$ cat config.mk
export PLATFORM = sky130hd
export DESIGN_NAME = alu_pipe_ctrl
export DESIGN_NICKNAME = d
export VERILOG_FILES = /design/src/rtl/alu_pkg.sv /design/src/rtl/alu_core.sv /design/src/rtl/alu_pipe_ctrl.sv
export SDC_FILE = /design/constraint.sdc
export NUM_CORES = 1
export LEC_CHECK = 0
export ABC_CLOCK_PERIOD_IN_PS = 2500
export BUFFER_PORTS_ARGS = -buffer_cell sky130_fd_sc_hd__buf_2
export CAP_MARGIN = 5
export CORE_ASPECT_RATIO = 1.5
export CORE_MARGIN = 5
export CORE_UTILIZATION = 35
export CTS_CLUSTER_SIZE = 10
export DETAILED_ROUTE_END_ITERATION = 8
export PLACE_DENSITY = 0.56
export SKIP_LAST_GASP = 1
export SYNTH_ARGS = -nofsm -noshare
export SYNTH_HDL_FRONTEND = slang
export SYNTH_SLANG_ARGS = --single-unit
$ cat constraint.sdc
create_clock -name clk -period 2.5 [get_ports clk]
set_clock_uncertainty 0.15 [all_clocks]
set_input_delay 0.125 -clock clk [delete_from_list [all_inputs] [get_ports clk]]
set_output_delay 0.125 -clock clk [all_outputs]
set_load 0.03 [all_outputs]
$ cat src/rtl/alu_pkg.sv
`default_nettype none
// ============================================================================
// Module      : alu_pkg
// Description : Shared opcode and flag-index constants for the pipelined ALU
//               control block (alu_core, alu_pipe_ctrl).
// Revision    : 1.0  initial release
// ============================================================================
package alu_pkg;

    // 3-bit ALU opcodes
    localparam logic [2:0] OP_ADD = 3'b000;
    localparam logic [2:0] OP_SUB = 3'b001;
    localparam logic [2:0] OP_AND = 3'b010;
    localparam logic [2:0] OP_OR  = 3'b011;
    localparam logic [2:0] OP_XOR = 3'b100;
    localparam logic [2:0] OP_NOT = 3'b101;
    localparam logic [2:0] OP_SHL = 3'b110;
    localparam logic [2:0] OP_SHR = 3'b111;

    // Bit positions inside the 4-bit {carry, zero, ovf, neg} flag vector
    localparam int FLG_C = 3;
    localparam int FLG_Z = 2;
    localparam int FLG_V = 1;
    localparam int FLG_N = 0;

endpackage : alu_pkg
`default_nettype wire

$ cat src/rtl/alu_core.sv
`default_nettype none
// ============================================================================
// Module      : alu_core
// Description : Purely combinational WIDTH-bit ALU. Maps (a, b, op) to a
//               result plus carry/zero/overflow/negative flags.
// Ports       : a, b    - operands (WIDTH)
//               op      - opcode (3), see alu_pkg
//               result  - result mod 2^WIDTH
//               carry   - ADD carry-out, SUB borrow, shift-out bit, else 0
//               zero    - result == 0
//               ovf     - signed overflow for ADD/SUB, else 0
//               neg     - result MSB
// Revision    : 1.0  initial release
// ============================================================================
module alu_core
    import alu_pkg::*;
#(
    parameter int WIDTH = 8
) (
    input  logic [WIDTH-1:0] a,
    input  logic [WIDTH-1:0] b,
    input  logic [2:0]       op,
    output logic [WIDTH-1:0] result,
    output logic             carry,
    output logic             zero,
    output logic             ovf,
    output logic             neg
);

    localparam int c_msb = WIDTH - 1;

    // One extra bit so the ADD carry-out / SUB borrow falls out of the sum
    logic [WIDTH:0] w_ext;

    always_comb begin
        w_ext  = '0;
        result = '0;
        carry  = 1'b0;
        ovf    = 1'b0;
        case (op)
            OP_ADD: begin
                w_ext  = {1'b0, a} + {1'b0, b};
                result = w_ext[WIDTH-1:0];
                carry  = w_ext[WIDTH];
                // Same-sign operands producing an opposite-sign result
                ovf    = (a[c_msb] == b[c_msb]) && (result[c_msb] != a[c_msb]);
            end
            OP_SUB: begin
                // Top bit of the zero-extended difference is the unsigned borrow
                w_ext  = {1'b0, a} - {1'b0, b};
                result = w_ext[WIDTH-1:0];
                carry  = w_ext[WIDTH];
                ovf    = (a[c_msb] != b[c_msb]) && (result[c_msb] != a[c_msb]);
            end
            OP_AND: result = a & b;
            OP_OR:  result = a | b;
            OP_XOR: result = a ^ b;
            OP_NOT: result = ~a;
            OP_SHL: begin
                result = {a[WIDTH-2:0], 1'b0};
                carry  = a[c_msb];
            end
            OP_SHR: begin
                result = {1'b0, a[WIDTH-1:1]};
                carry  = a[0];
            end
            default: result = '0;
        endcase
        zero = (result == '0);
        neg  = result[c_msb];
    end

endmodule : alu_core
`default_nettype wire

$ cat src/rtl/alu_pipe_ctrl.sv
`default_nettype none
// ============================================================================
// Module      : alu_pipe_ctrl
// Description : Two-stage pipelined ALU wrapper with valid/ready handshakes on
//               input and output, sticky flags and a result counter.
//               S1 captures the request; S2 computes and loads the output
//               registers. One request per cycle, 2-cycle latency.
// Ports       : clk, rst                 - clock, async active-high reset
//               in_valid/in_ready        - request handshake
//               in_a, in_b, in_op, in_acc- request payload
//               out_valid/out_ready      - result handshake
//               out_result, out_carry, out_zero, out_ovf, out_neg - result
//               sticky_flags, clr_sticky - OR-accumulated {C,Z,V,N} and clear
//               op_count                 - results produced (wraps)
// Options     : ALU_ACC_EN - adds a WIDTH-bit accumulator; requests with
//               in_acc=1 use it in place of in_a.
// Revision    : 1.0  initial release
// ============================================================================
module alu_pipe_ctrl
    import alu_pkg::*;
#(
    parameter int WIDTH = 8,
    parameter int CNT_W = 16
) (
    input  logic             clk,
    input  logic             rst,
    input  logic             in_valid,
    output logic             in_ready,
    input  logic [WIDTH-1:0] in_a,
    input  logic [WIDTH-1:0] in_b,
    input  logic [2:0]       in_op,
    input  logic             in_acc,
    output logic             out_valid,
    input  logic             out_ready,
    output logic [WIDTH-1:0] out_result,
    output logic             out_carry,
    output logic             out_zero,
    output logic             out_ovf,
    output logic             out_neg,
    output logic [3:0]       sticky_flags,
    input  logic             clr_sticky,
    output logic [CNT_W-1:0] op_count
);

    // ---------------- Stage 1 registers ----------------
    logic             r_s1_valid;
    logic [WIDTH-1:0] r_s1_a;
    logic [WIDTH-1:0] r_s1_b;
    logic [2:0]       r_s1_op;

    logic             w_s1_adv;
    logic             w_accept;
    logic [WIDTH-1:0] w_op_a;
    logic [WIDTH-1:0] w_result;
    logic             w_carry;
    logic             w_zero;
    logic             w_ovf;
    logic             w_neg;
    logic [3:0]       w_flags;

    // S1 moves into S2 whenever the output register is free or being drained.
    // in_ready depends only on state and out_ready, never on in_valid.
    assign w_s1_adv = r_s1_valid && (!out_valid || out_ready);
    assign in_ready = !r_s1_valid || w_s1_adv;
    assign w_accept = in_valid && in_ready;

`ifdef ALU_ACC_EN
    logic             r_s1_acc;
    logic [WIDTH-1:0] r_acc;

    // r_acc still holds the previous result here, so back-to-back
    // accumulator requests chain correctly.
    assign w_op_a = r_s1_acc ? r_acc : r_s1_a;

    always_ff @(posedge clk or posedge rst) begin
        if (rst) begin
            r_s1_acc <= 1'b0;
            r_acc    <= '0;
        end else begin
            if (w_accept) begin
                r_s1_acc <= in_acc;
            end
            if (w_s1_adv) begin
                r_acc <= w_result;
            end
        end
    end
`else
    logic w_unused_acc;
    assign w_unused_acc = in_acc;
    assign w_op_a       = r_s1_a;
`endif

    always_ff @(posedge clk or posedge rst) begin
        if (rst) begin
            r_s1_valid <= 1'b0;
            r_s1_a     <= '0;
            r_s1_b     <= '0;
            r_s1_op    <= '0;
        end else begin
            if (w_accept) begin
                r_s1_valid <= 1'b1;
                r_s1_a     <= in_a;
                r_s1_b     <= in_b;
                r_s1_op    <= in_op;
            end else if (w_s1_adv) begin
                r_s1_valid <= 1'b0;
            end
        end
    end

    // ---------------- Stage 2: compute ----------------
    alu_core #(
        .WIDTH (WIDTH)
    ) u_alu_core (
        .a      (w_op_a),
        .b      (r_s1_b),
        .op     (r_s1_op),
        .result (w_result),
        .carry  (w_carry),
        .zero   (w_zero),
        .ovf    (w_ovf),
        .neg    (w_neg)
    );

    always_comb begin
        w_flags        = 4'b0000;
        w_flags[FLG_C] = w_carry;
        w_flags[FLG_Z] = w_zero;
        w_flags[FLG_V] = w_ovf;
        w_flags[FLG_N] = w_neg;
    end

    // ---------------- Stage 2: output registers ----------------
    always_ff @(posedge clk or posedge rst) begin
        if (rst) begin
            out_valid    <= 1'b0;
            out_result   <= '0;
            out_carry    <= 1'b0;
            out_zero     <= 1'b0;
            out_ovf      <= 1'b0;
            out_neg      <= 1'b0;
            sticky_flags <= 4'b0000;
            op_count     <= '0;
        end else begin
            if (w_s1_adv) begin
                out_valid  <= 1'b1;
                out_result <= w_result;
                out_carry  <= w_carry;
                out_zero   <= w_zero;
                out_ovf    <= w_ovf;
                out_neg    <= w_neg;
                op_count   <= op_count + 1'b1;
            end else if (out_ready) begin
                out_valid <= 1'b0;
            end
            // Clear takes priority over the old value, then new flags are OR'd in
            if (clr_sticky || w_s1_adv) begin
                sticky_flags <= (clr_sticky ? 4'b0000 : sticky_flags)
                              | (w_s1_adv   ? w_flags : 4'b0000);
            end
        end
    end

endmodule : alu_pipe_ctrl
`default_nettype wire

==> results.cfg <==
[final_layout]
final_nets = 543
antenna_cells = 0
final_area_um2 = 4810
post_route_cells_drive_above_1_share = 0.374
final.fill_count = 942
area_growth_pct = 37.3
final_util = 0.493

[global_route]
grt_pass1_wl_um = 15000
grt_pass1_vias = 3107
grt_max_degree = 53
gr-usage-all-layers = 0.152
antenna_found_initial = 0
overflow = 0

[synth]
yosys.cell_types.count = 58
ys.warnings.count = 0
synth-edff-count = 0
yosys-top-cells-area = dfrtp_1 (37%), ha_1 (8.9%), mux2_2 (6.8%)
synth_top_cell_area_share = 0.372
syn-mean-instance-area_um2 = 9.59
synth_cells = 365
syn_area_um2 = 3500
synth_top_cell_by_area = dfrtp_1
synth_seq_area_share = 0.372
synthArstFlopShare = 1.00
synth_nets = 417
synth_ff_type = dfrtp_1
ys_ff_latch = 52

[route]
num_vias = 3081
totalWireLength_um = 9010
drt-pass1-iter-count = 4
via_per_inst = 5.08
post_drt_wl_per_cell_um = 14.8
ant_nets = 0
drt_iter0_drc = 79
route.detailed.drc = 0

[clocking]
clk_pin_slew_ps = 70
insertion_delay_ps = 290
cts_buffer_depth = 2
clock-sinks = 52
cts_tree = built
root_buffer = clkbuf_16
htreeDepth = 2
cts_buffers = 5

[die]
die_h_um = 132
ios = 59
die_area_um2 = 12100
floorplan.initialDensity = 0.359
rows = 44
dieWidth_um = 91.7
core_um2 = 9740

[timing]
slew_viol_final = 0
finalSetupViolCount = 0
final_hold_viol_count = 0
tightest_slew_ps = 657
finalWorstSetupSlack_ps = 13.8
fin_crit_sh = 0.994
rsz0062_at_grt = true
slew_headroom = 0.551
period_minus_slack_ps = 2490
max_freq_mhz = 402

[job]
maxCapViolCount = 0

[place]
pre_cts_ws_ps = -155
gp_congestion = 0.939
post-dp-hpwl_um = 7160
dpl_cell_area_um2 = 4210
port_buffers = 57

[power_and_ir_drop]
cellLeakagePower_nw = 2.29
clkPwrFrac = 0.202
intPower_mw = 2.31
total_power_mw = 3.84
p_sw_mw = 1.53
switching_share = 0.398
peakVddDrop_mv = 0.290
p_comb_frac = 0.497
p_seq_frac = 0.301
cellPowerDensity_nw_per_um2 = 799

[critical_path]
critPathKind = flop to flop
end_kind = flop
cp.required_ps = 2570
worstPathArrival_ps = 2560
critPathLaunch = r_s1_a[0]
r2r_start = r_s1_a[0]
cp_max_fo = 3
start_kind = flop

[min_path]
worstHoldStart = out_ready
hp-class = input port to flop

[outcome]
status = completed
path summary, 6_finish.rpt:
| path | endpoint | slack, ps | depth (start not counted) |
|---|---|---|---|
| worst min-delay path | out_valid | 20 | 3 |
| max in group asynchronous | r_s1_a[1] | 1690 | 4 |
| worst max-delay path | sticky_flags[2] | 10 | 10 |
| min in group asynchronous | op_count[6] | 260 | 4 |
| worst min register to register | out_zero | 320 | 2 |
| worst max register to register | sticky_flags[2] | 10 | 10 |
power by group through the flow:
stage                     Sequential [mW]  Combinational, mW  Clock [mW]
after detailed placement             1.17               1.73           0
after global placement               1.17               1.72           0
after global routing                 1.19               2.08       0.831
after floorplan                      1.40              0.905           0
final                                1.16               1.91       0.776
after CTS                            1.16               1.85       0.806
what timing repair did:
action,4_1_cts,5_1_grt
setup endpoints to repair,4,9
setup buffers,5,1
hold buffers,23,0
hold endpoints to repair,74,0
gates resized for setup,14,19
pin swaps,3,9
area by class of cell:
cell class                 count  area [µm²]  share of cell area
inverter                      29         109              0.0226
sequential                    52        1300               0.271
clock inverter                 3        42.5             0.00885
multi-input combinational    263        2110               0.438
clock buffer                   5         125              0.0260
timing repair buffer         140         978               0.203
tap                          115         144              0.0299
metrics by stage:
stage	std cells	setup TNS [ps]	hold slack, ps
2_1_floorplan	365	0	55.6
3_3_place_gp	570	-389	41.7
3_5_place_dp	570	-469	45.9
4_1_cts	606	-91.8	12.1
5_1_grt	607	-351	37.9
6_report	607	0	21.0
critical path, stage by stage, from the launching register on:
cell and delay, ps:
dfrtp_1 380, inv_2 70, ha_4 160, fa_1 480, mux2_4 140, a221oi_2 60, o32ai_2 270, o211ai_1 160
nor4_2 260, o2111ai_2 180, o21ai_1 100
sequential cells by signal, summed over array words and instances (netlist names):
register      flops
op_count         16
out_carry         1
out_ovf           1
out_result        8
out_valid         1
out_zero          1
r_s1_a            8
r_s1_b            8
r_s1_op           3
r_s1_valid        1
sticky_flags      4
placed cells by master (no fill, tap or decap), drive strengths merged, types with 3 or more instances in the layout:
cell,netlist,final
buf,17,117
o2111ai,5,5
nor2,22,22
mux2,22,22
dlygate4sd3,0,23
nand3,9,9
ha,25,25
nand2,38,38
nor2b,3,3
dfrtp,52,52
a221oi,4,4
a211o,3,3
and2,3,3
xnor2,12,12
clkbuf,4,5
o211ai,8,8
nor3,4,4
a21o,6,6
o21ai,14,14
a31oi,3,3
nand4,4,4
a211oi,6,6
xor2,6,6
inv,29,29
nand2b,10,10
a21oi,24,24
cells by family after synthesis:
group / share of synthesized area
AOI/OAI and AO/OA: 0.187
xor gates and xnor gates: 0.0450
adders and majority gates: 0.101
buffers and inverters: 0.0700
DFF: 0.372
muxes: 0.0840
and+or+nand+nor: 0.142
Yosys cell counts, drive strengths merged (5+ instances only):
cell,number
xnor2,12
buf,17
a21o,6
dfrtp,52
a211oi,6
o211ai,8
nand2,38
inv,29
nand2b,10
ha,25
a21oi,24
o2111ai,5
mux2,22
nand3,9
xor2,6
nor2,22
o21ai,14
per-layer routing:
| metal | track usage | routed length [µm] |
|---|---|---|
| met4 | 0.0554 | 247 |
| met3 | 0.0295 | 383 |
| met1 | 0.158 | 3420 |
| met2 | 0.294 | 4950 |
| met5 | 0 | 0 |
No activity file was read; power rests on OpenSTA's default activity.
